## src/rtl/rr_grant_stage_npu.sv

```systemverilog
// Registered round-robin grant stage: pointer-masked priority encode with a held grant and valid/ready handshake.
// Optional grant_count output (32-bit acceptance counter) is enabled by defining RR_GRANT_COUNT_EN.
module rr_grant_stage_npu #(
  parameter  int unsigned NUM_REQ = 4,
  localparam int unsigned ID_W    = $clog2(NUM_REQ)
) (
  input  logic               clk,
  input  logic               reset_n,
  input  logic [NUM_REQ-1:0] req,
  output logic               grant_valid,
  output logic [ID_W-1:0]    grant_id,
  output logic [NUM_REQ-1:0] grant_oh,
  input  logic               grant_ready,
  output logic [ID_W-1:0]    ptr
`ifdef RR_GRANT_COUNT_EN
  ,
  output logic [31:0]        grant_count
`endif
);

  typedef enum logic {
    IDLE  = 1'b0,
    GRANT = 1'b1
  } state_t;

  state_t             state;
  logic               accept;
  logic [ID_W-1:0]    ptr_next;
  logic [NUM_REQ-1:0] arb_req;
  logic [ID_W-1:0]    arb_ptr;
  logic [ID_W-1:0]    arb_id;
  logic [NUM_REQ-1:0] arb_oh;

  // Lowest requester at or above p; falls back to lowest overall when none sit at/above p.
  function automatic logic [ID_W-1:0] sel(input logic [NUM_REQ-1:0] r,
                                          input logic [ID_W-1:0]    p);
    logic [ID_W-1:0] hi_id;
    logic [ID_W-1:0] lo_id;
    logic            hi_hit;
    logic            lo_hit;
    hi_id  = '0;
    lo_id  = '0;
    hi_hit = 1'b0;
    lo_hit = 1'b0;
    for (int unsigned i = 0; i < NUM_REQ; i++) begin
      if (r[i] && !lo_hit) begin
        lo_id  = ID_W'(i);
        lo_hit = 1'b1;
      end
      if (r[i] && !hi_hit && (ID_W'(i) >= p)) begin
        hi_id  = ID_W'(i);
        hi_hit = 1'b1;
      end
    end
    return hi_hit ? hi_id : lo_id;
  endfunction

  function automatic logic [NUM_REQ-1:0] decode(input logic [ID_W-1:0] id);
    logic [NUM_REQ-1:0] oh;
    oh = '0;
    for (int unsigned i = 0; i < NUM_REQ; i++) begin
      oh[i] = (ID_W'(i) == id);
    end
    return oh;
  endfunction

  // In GRANT the arbiter only matters on acceptance: it sees req minus the accepted bit and the advanced pointer.
  always_comb begin
    accept   = grant_valid & grant_ready;
    ptr_next = (grant_id == ID_W'(NUM_REQ - 1)) ? '0 : grant_id + ID_W'(1);
    arb_req  = (state == GRANT) ? (req & ~grant_oh) : req;
    arb_ptr  = (state == GRANT) ? ptr_next : ptr;
    arb_id   = sel(arb_req, arb_ptr);
    arb_oh   = decode(arb_id);
  end

  always_ff @(posedge clk) begin
    if (!reset_n) begin
      state       <= IDLE;
      grant_valid <= 1'b0;
      grant_id    <= '0;
      grant_oh    <= '0;
      ptr         <= '0;
    end else begin
      case (state)
        IDLE: begin
          if (|req) begin
            state       <= GRANT;
            grant_valid <= 1'b1;
            grant_id    <= arb_id;
            grant_oh    <= arb_oh;
          end
        end
        GRANT: begin
          if (accept) begin
            ptr <= ptr_next;
            if (|arb_req) begin
              grant_id <= arb_id;
              grant_oh <= arb_oh;
            end else begin
              state       <= IDLE;
              grant_valid <= 1'b0;
              grant_oh    <= '0;
            end
          end
        end
        default: begin
          state       <= IDLE;
          grant_valid <= 1'b0;
          grant_oh    <= '0;
        end
      endcase
    end
  end

`ifdef RR_GRANT_COUNT_EN
  always_ff @(posedge clk) begin
    if (!reset_n) begin
      grant_count <= '0;
    end else if (accept) begin
      grant_count <= grant_count + 32'd1;
    end
  end
`endif

endmodule

```

## config.mk

```make
export PLATFORM = sky130hd
export DESIGN_NAME = rr_grant_stage_npu
export DESIGN_NICKNAME = d
export VERILOG_FILES = /design/src/rtl/rr_grant_stage_npu.sv
export SDC_FILE = /design/constraint.sdc
export NUM_CORES = 1
export LEC_CHECK = 0
export ABC_AREA = 1
export ABC_CLOCK_PERIOD_IN_PS = 4700
export BUFFER_PORTS_ARGS = -buffer_cell sky130_fd_sc_hd__buf_2
export CAP_MARGIN = 5
export CORE_AREA = 2 2 39 41
export CTS_BUF_LIST = sky130_fd_sc_hd__clkbuf_4
export DETAILED_ROUTE_END_ITERATION = 7
export DIE_AREA = 0 0 41 43
export PLACE_DENSITY = 0.74
export SKIP_CTS_REPAIR_TIMING = 1
export SLEW_MARGIN = 20
export SYNTH_ARGS = -nofsm -noshare
export SYNTH_HDL_FRONTEND = slang
export SYNTH_SLANG_ARGS = --single-unit
```

## constraint.sdc

```tcl
create_clock -name clk -period 4.7 [get_ports clk]
set_clock_uncertainty 0.15 [all_clocks]
set_input_delay 0.47 -clock clk [delete_from_list [all_inputs] [get_ports clk]]
set_output_delay 0.47 -clock clk [all_outputs]
set_load 0.03 [all_outputs]
```

**Word level (Yosys, flattened, before mapping)**

Index checks and enable logic that the tools add are counted.

- Bitwise operators: 4
- Add/sub/neg operators: 1
- Muxes and demuxes: 33
- Order comparisons: 4
- Equality and inequality tests: 8
- Reductions and logical operators: 23

Operators by type and width:

| cell | count |
|---|---|
| $mux 2 | 10 |
| $mux 4 | 4 |
| $mux 1 | 15 |
| $logic_and 1x1->1 | 10 |
| $pmux 4 s2 | 1 |
| $reduce_or 4->1 | 2 |
| $logic_not 1->1 | 6 |
| $reduce_and 3->1 | 2 |
| $and 4x4->4 | 1 |
| $eq 2x2->1 const A | 2 |
| $ge 1x2->1 const A | 2 |
| $ge 2x2->1 const A | 2 |
| $ne 2x1->1 const B | 2 |
| $ne 2x2->1 const B | 2 |
| $not 4->4 | 1 |
| $pmux 1 s2 | 2 |
| $pmux 2 s2 | 1 |
| $reduce_and 2->1 | 2 |
| $add 2x1->2 const B | 1 |
| $eq 1x2->1 const A | 1 |
| $eq 2x2->1 const B | 1 |
| $logic_not 2->1 | 1 |
| $and 1x1->1 | 1 |
| $not 1->1 | 1 |

- Bits in registers: 10

**Depth between registers and ports, before layout**

Gate-level depths: netlist (run 1).

- Depth in word-level cells: 23
- Depth in mapped cells: 13
- Mapped depth without buffers: 12

**Least setup slack after synthesis (run 1)**

No wires, ideal clock.

- Path type: register to register
- From: register grant_id[0]
- To: register grant_oh[1]
- Clock period less this slack: 1.762 ns
- Stages on the path, launching flop included: 13
- Setup time: 0.064 ns
- Path slack: 2.938 ns
- Data required time: 4.486 ns
- Data arrival time: 1.548 ns
- Cell sequence: dfxtp_1 > ha_1 > nand2_2 > nand2_2 > nor2_2 > nand2_2 > nand2_2 > inv_2 > nand2_2 > nand2_1 > nor2_1 > nor2_1 > nor2_1

- Cells in the longest elaborated chain, start to end: 23
- Elaborated cells on any way between the ends: 31
- Classes of those cells: 1 x add/sub; 4 x order compare; 2 x eq/ne; 14 x mux; 10 x reduce/logical

RTL lines:

| what | line | RTL |
|---|---|---|
| start: declaration | 11 | `output logic [ID_W-1:0] grant_id,` |
| start signal: assignment | 90 | `grant_id <= arb_id;` |
| start signal: assignment | 98 | `grant_id <= arb_id;` |
| $add 2x1->2 or $eq 2x2->1 (tied branches) | 70 | `ptr_next = (grant_id == ID_W'(NUM_REQ - 1)) ? '0 : grant_id + ID_W'(1);` |
| $mux 2 (*) | 70 |  |
| net ptr_next[1] | 28 | `logic [ID_W-1:0] ptr_next;` |
| $mux 2 (*) | 72 | `arb_ptr = (state == GRANT) ? ptr_next : ptr;` |
| $ge 1x2->1 | 50 | `if (r[i] && !hi_hit && (ID_W'(i) >= p)) begin` |
| $logic_and 1x1->1 | 50 |  |
| $mux 1 | 50 |  |
| $logic_not 1->1 | 50 |  |
| (+7 left out) | n/a |  |
| $logic_not 1->1 | 50 |  |
| $logic_and 1x1->1 (2 in series) | 50 |  |
| $mux 2 or $mux 1 (tied branches) | 50 |  |
| $mux 2 (*) | 55 | `return hi_hit ? hi_id : lo_id;` |
| $eq 1x2->1 (*) | 62 | `oh[i] = (ID_W'(i) == id);` |
| $mux 4 | 97 | `if (\|arb_req) begin` |
| $mux 4 | 95 | `if (accept) begin` |
| $pmux 4 s2 (*) | 85 | `case (state)` |
| end signal: assignment | 91 | `grant_oh <= arb_oh;` |
| end signal: assignment | 99 | `grant_oh <= arb_oh;` |
| end: declaration | 12 | `output logic [NUM_REQ-1:0] grant_oh,` |

Mark *: on every way through the listed nets, which the timed path passes. The rest lies on a longest branch. The select of a mux whose other input is x is not followed.
A chain may end at the register's enable or synchronous reset.

**Worst setup path after layout (run 1)**

- From: register state
- To: register grant_id[1]

- Cells in the longest elaborated chain, start to end: 20
- Elaborated cells on any way between the ends: 44
- Classes of those cells: 4 x order compare; 3 x eq/ne; 18 x mux; 1 x bitwise; 18 x reduce/logical

RTL lines:

| what | line | RTL |
|---|---|---|
| start: declaration | 26 | `state_t state;` |
| start signal: assignment | 79 | `state <= IDLE;` |
| start signal: assignment | 88 | `state <= GRANT;` |
| start signal: assignment | 101 | `state <= IDLE;` |
| $mux 2 | 72 |  |
| $ge 1x2->1 | 50 |  |
| $logic_and 1x1->1 | 50 |  |
| $mux 1 | 50 |  |
| $logic_not 1->1 | 50 |  |
| $logic_and 1x1->1 (2 in series) | 50 |  |
| $mux 1 | 50 |  |
| $logic_not 1->1 | 50 |  |
| $logic_and 1x1->1 (2 in series) | 50 |  |
| $mux 1 | 50 |  |
| $logic_not 1->1 | 50 |  |
| $logic_and 1x1->1 (2 in series) | 50 |  |
| $mux 2 or $mux 1 (tied branches) | 50 |  |
| $mux 2 | 55 |  |
| $mux 2 | 97 |  |
| $mux 2 | 95 |  |
| $pmux 2 s2 | 85 |  |

Parallel ways exist; a longest one is shown, timed or not. The select of a mux whose other input is x is not followed.

==> summary.txt, run 1 <==
Die Span Y -> 43 um
GRT overflow -> 0
Clock Tree Root -> clkbuf_4
Clock Latency Late Sink -> 0.26 ns
wire length per cell -> 10.4 um
Vias -> 615
DR iter-0 viols -> 16
clock transition at the registers of the reported paths -> 0.07 ns
Yosys top cell by area -> dfxtp_1
VDD IR max -> 149 uV
Bufs on Longest Clock Path -> 2
Layout area overhead -> 17.1%
Mapped Cells -> 95
Sw Ratio -> 37.6%
crit path time final -> 1.76 ns
setup TNS -> 0 ns
core box area -> 1380 um2
row cnt -> 14
routed wl met3 -> 81 um
drt drc -> 0
I/O pin count -> 16
Post-synth EDFFs -> 0
clk sinks -> 10
RSZ-0062 raised after global routing -> no
top sig layer -> met4
synthesized cell area -> 644 um2
Gate power share -> 32.4%
CTS tree -> built
top-count cell post-synth -> nand2_1
Synth Register Bits -> 10
sequential element share of the synthesized area -> 31.1%
outcome -> completed
Final Worst Setup Slack -> 2.94 ns
wirelength, routed -> 1340 um
met1 wire length -> 643 um
gp weighted congestion -> 0.802
Synth cell types -> 20
CP Data Arrival Time -> 1.76 ns
Ys Warns -> 0
most frequent cells after synthesis -> nand2_1 (18), inv_1 (13), a21oi_1 (10), dfxtp_1 (10), nor2_1 (10)
layout cells sized above 1 -> 33.6%
share of total power in the clock network -> 25.4%
critical path required time -> 4.70 ns
Syn Nets -> 103
Pint -> 148 uW
crit end category -> flip-flop
ANT nets after route -> 0
vias in the first global route -> 548
switching pwr -> 89.3 uW
initial antenna violation count -> 0
max cap viols -> 0
Initial Util -> 46.6%
period utilization -> 37.4%
final hold vios -> 0
met2 WL -> 607 um
asr flop ratio synth -> 0%
Fillers -> 146
Syn Area/Cell -> 6.78 um2
relative slew slack -> 66.4%
Top FF cell, synth -> dfxtp_1
Tightest Pin Transition -> 0.503 ns
crit path kind -> flip-flop to flip-flop
Crit Path Max Fanout -> 9
CTS H-tree depth -> 1
first-pass GRT wire length -> 2180 um
vias per cell -> 4.77
max-slew violations -> 0
Place WS -> 2.95 ns
top cells by area, synth -> dfxtp_1 (31%), nand2_1 (10%), nand2_2 (8.7%)
Hold Path Class -> flip-flop to flip-flop
die width -> 41 um
Antenna Diode Count -> 0
Fmax -> 569 MHz
Tot GR Track Use -> 18.4%
die area -> 1760 um2
drt first pass iters -> 4
largest net degree at the start of global routing -> 10
Flop pwr share -> 42.1%
detailed placement HPWL -> 1110 um
port bufs -> 15
Critical Path Source Type -> flip-flop
PD cells -> 315 nW/um2
endpoints failing setup -> 0
CTS Buf Count -> 3
Synth top area share -> 31.1%
Lkg Pwr -> 0.388 nW
NumNets Final -> 122
-- logic make-up after synthesis --
family | after synthesis | share of synthesized area (%)
adders and majority gates | 1 | 1.94
AOI/OAI and AO/OA | 19 | 18.3
buffers and inverters | 16 | 11.3
and+or+nand+nor | 49 | 37.5
DFF | 10 | 31.1
-- layout make-up --
class | count | area (um2) | area share (%)
Timing Repair Buffer | 15 | 75.1 | 9.95
Clock buffer | 3 | 22.5 | 2.99
Inverter | 15 | 61.3 | 8.13
Clock inverter | 1 | 3.75 | 0.498
Tap cell | 16 | 20.0 | 2.65
Sequential cell | 10 | 200 | 26.5
Multi-Input combinational cell | 69 | 372 | 49.3
-- final timing paths --
| path | start | to | slack, ns | cells after the start |
|---|---|---|---|---|
| worst min register to register | grant_valid$_SDFFE_PN0P_ | grant_valid$_SDFFE_PN0P_ | 0.33 | 2 |
| worst min-delay path | grant_valid$_SDFFE_PN0P_ | grant_valid$_SDFFE_PN0P_ | 0.33 | 2 |
| worst max-delay path | state$_SDFF_PN0_ | grant_id[1]$_SDFFE_PN0P_ | 2.94 | 7 |
| worst max register to register | state$_SDFF_PN0_ | grant_id[1]$_SDFFE_PN0P_ | 2.94 | 7 |
-- power groups by stage --
stage | clock [mW] | sequential (mW) | combinational (mW)
6_report | 0.0604 | 0.100 | 0.0770
5_1_grt | 0.0670 | 0.101 | 0.0852
4_1_cts | 0.0632 | 0.100 | 0.0774
3_5_place_dp | 0 | 0.102 | 0.0768
3_3_place_gp | 0 | 0.102 | 0.0760
2_1_floorplan | 0 | 0.112 | 0.0485
-- metal layers --
layer | up-vias | GRT usage [%]
met5 | - | 0
met3 | 2 | 4.71
met2 | 15 | 25.0
met4 | 0 | 10.0
met1 | 264 | 25.7
li1 | 334 | -
-- registers in the layout, summed over array words and instances (netlist names) --
name,count
grant_oh,4
grant_id,2
grant_valid,1
ptr,2
state,1
-- stage by stage --
stage,cells,hold slack (ns),cell area [um2],total power [mW],utilization [%]
6_report,129,0.333,754,0.237,54.5
5_1_grt,129,0.347,754,0.253,54.5
4_1_cts,129,0.332,754,0.241,54.5
3_5_place_dp,125,0.325,728,0.179,52.6
3_3_place_gp,125,0.317,728,0.178,52.6
2_1_floorplan,95,0.446,644,0.161,-
-- placed cells by master (no fill, tap or decap), types with 2 or more instances in the layout --
cell      count
o21ai_0       5
a21oi_2       2
nand3_1       6
a21oi_1      10
nand2_2       9
nand2_1      18
nor2_1       10
dfxtp_1      10
clkbuf_4      3
buf_2        15
nor2_2        2
inv_1        13
-- worst max-delay path, stage by stage (launching register included) --
cell and delay [ns]:
dfxtp_1 0.64, nand2_1 0.14, nand2_2 0.10, inv_1 0.06
nor3_2 0.23, a21oi_2 0.09, o21ai_0 0.18, a21oi_1 0.06
Note: power is estimated with default switching activity, not from simulation.
==> inputs of run 2 (changes only) <==
--- a/config.mk
+++ b/config.mk
@@ -5,15 +5,15 @@
 export SDC_FILE = /design/constraint.sdc
 export NUM_CORES = 1
 export LEC_CHECK = 0
-export ABC_AREA = 1
-export ABC_CLOCK_PERIOD_IN_PS = 4700
+export ABC_AREA = 0
+export ABC_CLOCK_PERIOD_IN_PS = 1750
 export BUFFER_PORTS_ARGS = -buffer_cell sky130_fd_sc_hd__buf_2
 export CAP_MARGIN = 5
 export CORE_AREA = 2 2 39 41
 export CTS_BUF_LIST = sky130_fd_sc_hd__clkbuf_4
 export DETAILED_ROUTE_END_ITERATION = 7
 export DIE_AREA = 0 0 41 43
-export PLACE_DENSITY = 0.74
+export PLACE_DENSITY = 0.75
 export SKIP_CTS_REPAIR_TIMING = 1
 export SLEW_MARGIN = 20
 export SYNTH_ARGS = -nofsm -noshare
==> constraint.sdc (replaced) <==
create_clock -name clk -period 1.75 [get_ports clk]
set_clock_uncertainty 0.15 [all_clocks]
set_input_delay 0.175 -clock clk [delete_from_list [all_inputs] [get_ports clk]]
set_output_delay 0.175 -clock clk [all_outputs]
set_load 0.03 [all_outputs]
==> summary.txt, run 2 <==
outcome -> complete, but fails checks
failing checks -> negative setup slack
Hold Path Class -> input port to flip-flop
largest net degree at the start of global routing -> 13
gp weighted congestion -> 0.832
Synth Register Bits -> 10
endpoints failing setup -> 4
max-slew violations -> 0
max cap viols -> 0
sequential element share of the synthesized area -> 30.3%
relative slew slack -> 74.9%
die width -> 41 um
crit end category -> flip-flop
Tightest Pin Transition -> 0.376 ns
CP Data Arrival Time -> 1.86 ns
Fillers -> 118
first-pass GRT wire length -> 2800 um
Vias -> 685
critical path required time -> 1.77 ns
Largest register FFs -> 4
Synth cell types -> 39
RSZ-0062 raised after global routing -> yes
Syn Area/Cell -> 9.05 um2
wire length per cell -> 15.2 um
layout cells sized above 1 -> 44.0%
Mapped Cells -> 73
crit path kind -> flip-flop to flip-flop
CTS tree -> built
Yosys top cell by area -> dfxtp_1
most common cell after layout, fill and taps aside -> buf_2
top-count cell post-synth -> dfxtp_1
NumNets Final -> 109
Critical Path Source Type -> flip-flop
DR iter-0 viols -> 4
detailed placement HPWL -> 1310 um
Top FF cell, synth -> dfxtp_1
vias per cell -> 5.91
Clock Latency Late Sink -> 0.28 ns
Post-synth EDFFs -> 0
initial antenna violation count -> 0
vias in the first global route -> 655
row cnt -> 14
Syn Nets -> 81
CTS H-tree depth -> 1
die area -> 1760 um2
GRT overflow -> 0
Sequential Area -> 210 um2
hold path endpoint -> grant_id[1]$_SDFFE_PN0P_
multi-input logic area -> 450 um2
core box area -> 1380 um2
clk sinks -> 10
Post-DP Area -> 830 um2
clock transition at the registers of the reported paths -> 0.07 ns
Place WS -> -0.0964 ns
worst r2r path cells -> 6
PD cells -> 784 nW/um2
final instance area -> 883 um2
wirelength, routed -> 1760 um
Bufs on Longest Clock Path -> 2
Synth top area share -> 30.3%
Largest regs -> grant_oh (4), grant_id (2), ptr (2)
synthesized cell area -> 661 um2
Die Span Y -> 43 um
asr flop ratio synth -> 0%
top cells by area, synth -> dfxtp_1 (30%), o31ai_4 (6.4%), o21a_1 (3.4%)
Layout area overhead -> 33.7%
Ys Warns -> 0
Crit Path Max Fanout -> 5
Clock Tree Root -> clkbuf_4
CTS Buf Count -> 3
final hold vios -> 0
Hold Crit Depth -> 2
VDD IR max -> 494 uV
Reg2Reg Launch Point -> grant_id[1]$_SDFFE_PN0P_
ANT nets after route -> 0
port bufs -> 15
Antenna Diode Count -> 0
period utilization -> 105%
r2r setup slk -> -0.1 ns
Lkg Pwr -> 0.405 nW
Top reg by flops -> grant_oh
most frequent cells in the layout -> buf_2 (15), buf_4 (10), dfxtp_1 (6)
I/O pin count -> 16
Hold Startpoint -> reset_n
crit path time final -> 1.85 ns
drt first pass iters -> 4
drt drc -> 0
Initial Util -> 47.7%
R2R Path End -> grant_oh[2]$_SDFFE_PN0P_
Fmax -> 542 MHz
Tot GR Track Use -> 24.6%
most frequent cells after synthesis -> dfxtp_1 (10), inv_1 (5), a21oi_1 (4), nand2_1 (4), nor2_1 (4)
Final Worst Setup Slack -> -0.0958 ns
[run 2: cell count changes in the layout (fill, tap and decap cells not counted), sizes merged, moves of 3 or more]
cell	previous run	this run
a21oi	13	4
buf	15	25
inv	15	6
nand2	28	4
nand3	7	2
nor2	12	4
o21a	0	3
o21ai	6	3
[run 2: worst max-delay path by stage]
| stage | from | end | cells after the start |
|---|---|---|---|
| final | grant_id[1]$_SDFFE_PN0P_ | grant_oh[2]$_SDFFE_PN0P_ | 6 |
| after global routing | grant_id[1]$_SDFFE_PN0P_ | grant_oh[2]$_SDFFE_PN0P_ | 6 |
| after CTS | state$_SDFF_PN0_ | grant_oh[2]$_SDFFE_PN0P_ | 5 |
| after detailed placement | state$_SDFF_PN0_ | grant_oh[2]$_SDFFE_PN0P_ | 5 |
| after global placement | grant_id[1]$_SDFFE_PN0P_ | grant_oh[2]$_SDFFE_PN0P_ | 6 |
| after floorplan | grant_id[0]$_SDFFE_PN0P_ | grant_oh[0]$_SDFFE_PN0P_ | 6 |
[run 2: layout make-up]
cell class / instances / area share (%)
well taps: 16 / 2.27
clock buffers: 4 / 3.40
multi-input cells: 55 / 51.0
repair buffers: 25 / 17.0
inverters: 6 / 2.55
flip-flops and latches: 10 / 23.8
[run 2: cells by family after synthesis]
| kind of cell | synth area share [%] |
|---|---|
| muxes | 3.03 |
| and+or+nand+nor | 22.7 |
| buffers and inverters | 5.68 |
| adders and majority gates | 1.89 |
| DFF | 30.3 |
| AOI/OAI and AO/OA | 36.4 |
[run 2: metrics by stage]
step | utilization [%] | hold WS (ns) | power [mW] | TNS (ns) | std cells
4_1_cts | 62.1 | 0.0577 | 0.680 | -0.392 | 115
3_5_place_dp | 59.9 | 0.326 | 0.488 | -0.297 | 111
2_1_floorplan | - | 0.285 | 0.419 | -0.0529 | 73
3_3_place_gp | 59.9 | 0.330 | 0.483 | -0.150 | 111
6_report | 63.8 | 0.0594 | 0.692 | -0.259 | 116
5_1_grt | 63.8 | 0.0633 | 0.726 | -0.700 | 116
[run 2: worst max-delay path: stages, from the launching register on]
cell	delay, ns
dfxtp_4	0.36
ha_4	0.30
nor4b_4	0.05
o31a_1	0.31
o31ai_4	0.29
inv_2	0.06
a32o_1	0.22
[run 2: where the power goes]
part	total [mW]	switching, mW	internal, mW
Sequential	0.268	0.0215	0.246
Clock	0.195	0.0905	0.104
Combinational	0.230	0.128	0.102
[run 2: metal layers]
metal / share of wire (%) / routed length (um) / vias to the layer above / global-route usage (%)
met4: 4.3 / 76 / 0 / 16.0
met2: 50 / 882 / 27 / 36.6
met1: 41 / 725 / 316 / 28.2
met5: 0 / 0 / - / 0
li1: - / - / 327 / -
met3: 4.6 / 81 / 15 / 8.38
